$ cat src/rtl/draw_cmd_fifo.sv
// Draw-command queue between the memory controller and the draw unit. First-word-fall-through, latency 1 from push to outValid.
// Producer stalls on full; a push while full is dropped and flagged in sticky overflow. Consumer pops with outValid & outReady.
module draw_cmd_fifo #(
  parameter int WIDTH = 16,
  parameter int DEPTH = 16,
  parameter int AW    = 4
) (
  input  logic             clk,
  input  logic             reset,
  input  logic             we,
  input  logic [WIDTH-1:0] dataIn,
  output logic             full,
  output logic             outValid,
  input  logic             outReady,
  output logic [WIDTH-1:0] dataOut,
  output logic [AW:0]      count,
  output logic             overflow,
  input  logic             clrOvf
);

  localparam logic [AW:0] CountMax = (AW+1)'(DEPTH);
  localparam logic [AW:0] CountOne = (AW+1)'(1);

  logic [WIDTH-1:0] mem [DEPTH];
  logic [AW-1:0]    wp;
  logic [AW-1:0]    rp;
  logic             push;
  logic             pop;
  logic             drop;

  // Flags come only from the registered count so the memory controller's stall never loops through we.
  assign full     = (count == CountMax);
  assign outValid = (count != '0);
  assign push     = we & ~full;
  assign drop     = we & full;
  assign pop      = outValid & outReady;
  assign dataOut  = mem[rp];

  always_ff @(posedge clk) begin
    if (push) begin
      mem[wp] <= dataIn;
    end
  end

  always_ff @(posedge clk or negedge reset) begin
    if (!reset) begin
      wp       <= '0;
      rp       <= '0;
      count    <= '0;
      overflow <= 1'b0;
    end else begin
      if (push) begin
        wp <= wp + AW'(1);
      end
      if (pop) begin
        rp <= rp + AW'(1);
      end
      if (push && !pop) begin
        count <= count + CountOne;
      end else if (pop && !push) begin
        count <= count - CountOne;
      end
      // A drop on the same edge as a clear must stay visible.
      if (drop) begin
        overflow <= 1'b1;
      end else if (clrOvf) begin
        overflow <= 1'b0;
      end
    end
  end

endmodule

$ cat config.mk
export PLATFORM = sky130hd
export DESIGN_NAME = draw_cmd_fifo
export DESIGN_NICKNAME = d
export VERILOG_FILES = /design/src/rtl/draw_cmd_fifo.sv
export SDC_FILE = /design/constraint.sdc
export NUM_CORES = 1
export LEC_CHECK = 0
export BUFFER_PORTS_ARGS = -buffer_cell sky130_fd_sc_hd__buf_2
export CAP_MARGIN = 20
export CELL_PAD_IN_SITES_DETAIL_PLACEMENT = 1
export CELL_PAD_IN_SITES_GLOBAL_PLACEMENT = 2
export CORE_AREA = 3 3 170 172
export CTS_BUF_LIST = sky130_fd_sc_hd__clkbuf_16
export DETAILED_ROUTE_END_ITERATION = 7
export DIE_AREA = 0 0 173 175
export PLACE_DENSITY = 0.71
export SYNTH_ARGS = -nofsm -noshare
export SYNTH_HDL_FRONTEND = slang
export SYNTH_SLANG_ARGS = --single-unit
$ cat constraint.sdc
create_clock -name clk -period 3.6 [get_ports clk]
set_clock_uncertainty 0.05 [all_clocks]
set_input_delay 0.36 -clock clk [delete_from_list [all_inputs] [get_ports clk]]
set_output_delay 0.36 -clock clk [all_outputs]
set_load 0.02 [all_outputs]
==> flow_summary.yaml <==
status:
  status: "finished clean"
yosys:
  seq_area_frac_synth_pct: 73.55
  synth_nets: 590
  ys_types: 38
  synthesis.area_um2: 10930
  syn_avg_cell_area_um2: 19.55
  syn-instance-count: 559
  ys_ff_latch: 270
  synth_warnings: 0
  synth_flop_cell: "edfxtp_1"
  async_reset_ff_share_pct: 5.185
  synth_edf_count: 256
clocking:
  cts_root_buf: "clkbuf_16"
  tritoncts: "done"
  cts.sinks: 270
  cts_made_buffers: 28
  clk_pin_slew_ns: 0.06
  clock_latency_ns: 0.53
  cts_buffer_depth: 3
  h-tree-depth: 1
detailed_routing:
  drc: 0
  via_per_inst: 5.344
  vias: 5472
  final_antenna_net_count: 0
  wl_mm: 25.07
  detailedRoute.firstPassIterationCount: 4
  drtIter0Drc: 441
  wl_per_cell_um: 24.48
sta:
  hold_slack_ns: 0.07171
  setup_violations: 0
  fin_crit_ns: 3.240
  tns_ns: 0
  fin_crit_sh_pct: 90.00
  max_slew_margin_pct: 36.87
  worst_pin_slew_ns: 0.9435
  timing.fmax_mhz: 308.7
  rsz0062_at_grt: "no"
  hold_viol_final: 0
  final_max_slew_viol_count: 0
floorplan:
  die_h_um: 175
  initial_core_util_pct: 39.55
  std_cell_rows: 61
  dieArea_um2: 30280
  die_w_um: 173
  io_pins: 45
  core_area_um2: 27630
setup_path:
  cp-startpoint: "rp[2]$_DFFE_PN0P_"
  cp_slowest_cell: "nor2b_4"
  path_cells: "nor2b_4 -> buf_12 -> a221oi_2 -> o21ai_0 -> nand2_1 -> buf_2"
  critPathMaxFanout: 20
  required_ns: 3.19
  critPathKind: "flop to output port"
  startpoint_type: "flop"
  crit_arrival_ns: 2.83
  slowest_delay_ns: 0.72
  r2r-start: "count[1]$_DFFE_PN0P_"
  r2r_cells: 6
  endpoint_kind: "output port"
global_routing:
  grt_use_total_pct: 16.73
  grt.overflow.total: 0
  grt_max_degree: 40
  grt_antenna_before_repair: 0
  grt_pass1_wl_mm: 38.38
  grt_pass1_vias: 6054
hold_path:
  worstHoldStart: "clrOvf"
  hold_class: "primary input to flop"
  hold-path-cell-count: 3
power:
  internal-power_w: 0.006852
  combPwrFrac_pct: 33.6
  leakage_nw: 4.346
  swShare_pct: 34.01
  clkPwrFrac_pct: 27.0
  ir_drop_uv: 496.7
  power_density_nw_per_um2: 828.6
  p_switching_w: 0.003532
  pwr-share-seq_pct: 39.4
place:
  placedCellCount: 973
  placed_cell_area_um2: 11620
  hpwl_mm: 15.30
  io_buffers: 44
  routabilityCongestion: 0.7774
finish:
  antenna_cells: 0
  final_core_util_pct: 45.36
  syn_to_final_growth_pct: 14.69
  fillers: 2622
  final_cells: 1024
  nets: 658
  final_area_um2: 12530
  drive_gt1_share_pct: 28.33
flow_run:
  maxCapViolations: 0
-- routing by layer --
layer  GRT usage, %  part of all wire, %
met3          2.564                  3.6
met4          5.169                  3.1
met2          29.91                   52
met5              0                    0
met1          21.06                   41
-- critical path: cells and delay by family, from the launching register on --
family	cells	cell delay [ns]
AO/OA/AOI/OAI	2	0.32
buffers and inverters	2	0.46
flip-flops	1	0.66
AND/OR/NAND/NOR	2	0.84
-- state kept, by name, summed over array words and instances (netlist names) --
register  count
mem         256
count         5
rp            4
wp            4
overflow      1
-- power by group through the flow --
stage	logic (W)	clock network (W)	registers, W
floorplan	0.00265	0	0.00401
global placement	0.00344	0	0.00413
global route	0.00377	0.00300	0.00413
finish	0.00349	0.00280	0.00409
CTS	0.00356	0.00287	0.00410
detailed placement	0.00353	0	0.00416
-- cell usage in the layout (no fill, tap or decap), drive strengths merged, types with 16 or more instances in the layout --
cell type,n
o21ai,20
edfxtp,256
a221oi,32
clkbuf,29
mux2i,65
nand2,29
a22oi,16
mux4,32
buf,68
-- path summary, 6_finish.rpt --
check | endpoint | slack, ns
worst max-delay path | dataOut[6] | 0.36
max in group asynchronous | rp[0]$_DFFE_PN0P_ | 3.01
worst min register to register | overflow$_DFFE_PN0P_ | 0.47
worst max register to register | mem[4][8]$_DFFE_PP_ | 0.56
worst min-delay path | overflow$_DFFE_PN0P_ | 0.07
min in group asynchronous | overflow$_DFFE_PN0P_ | 0.21
-- stage by stage --
stage / total power [W] / setup WS, ns
floorplan: 0.006656 / 0.7368
global placement: 0.007573 / 0.7001
detailed placement: 0.007692 / 0.5948
CTS: 0.01053 / 0.3183
global route: 0.01091 / 0.2025
finish: 0.01038 / 0.3602
-- cell type report --
class	instances	area, um2	share of cell area (%)
Clock buffer	29	725.7	5.790
Clock inverter	20	170.2	1.358
Inverter	9	33.78	0.2695
Multi-Input combinational cell	248	2611	20.83
Sequential cell	270	8041	64.16
Tap cell	378	473.0	3.774
Timing Repair Buffer	70	478.0	3.814
-- logic make-up (layout without fill, tap and decap cells) --
family	Yosys count	after routing	share of synthesized area [%]
XOR/XNOR	10	10	0.8015
multiplexers	97	97	12.55
AO/OA/AOI/OAI	73	73	6.606
adder cells (fa/ha/maj)	10	10	1.214
buffers and inverters	41	128	2.828
AND/OR/NAND/NOR	58	58	2.450
flip-flops	270	270	73.55
-- cells in the mapped netlist, types with 3 or more instances --
library cell	n	area (um2)
a221oi_2	30	450.4
inv_1	8	30.03
edfxtp_1	256	7687
buf_12	3	60.06
nor2_1	14	52.55
clkbuf_1	5	18.77
buf_2	3	15.01
o21ai_0	19	95.09
xnor2_1	8	70.07
nand2b_1	3	18.77
dfrtp_1	14	350.3
mux2i_1	65	650.6
mux4_2	32	720.7
a22oi_1	16	120.1
buf_1	3	11.26
nor3_1	4	20.02
ha_1	9	112.6
buf_6	8	90.09
buf_4	8	60.06
nand2_1	28	105.1
-- what timing repair did --
item                                   4_1_cts  5_1_grt
endpoints found under the hold margin       15        0
hold buffers                                 2        0
setup buffers                                0        0
resized for setup                            0        0
Note: power is estimated with default switching activity, not from simulation.
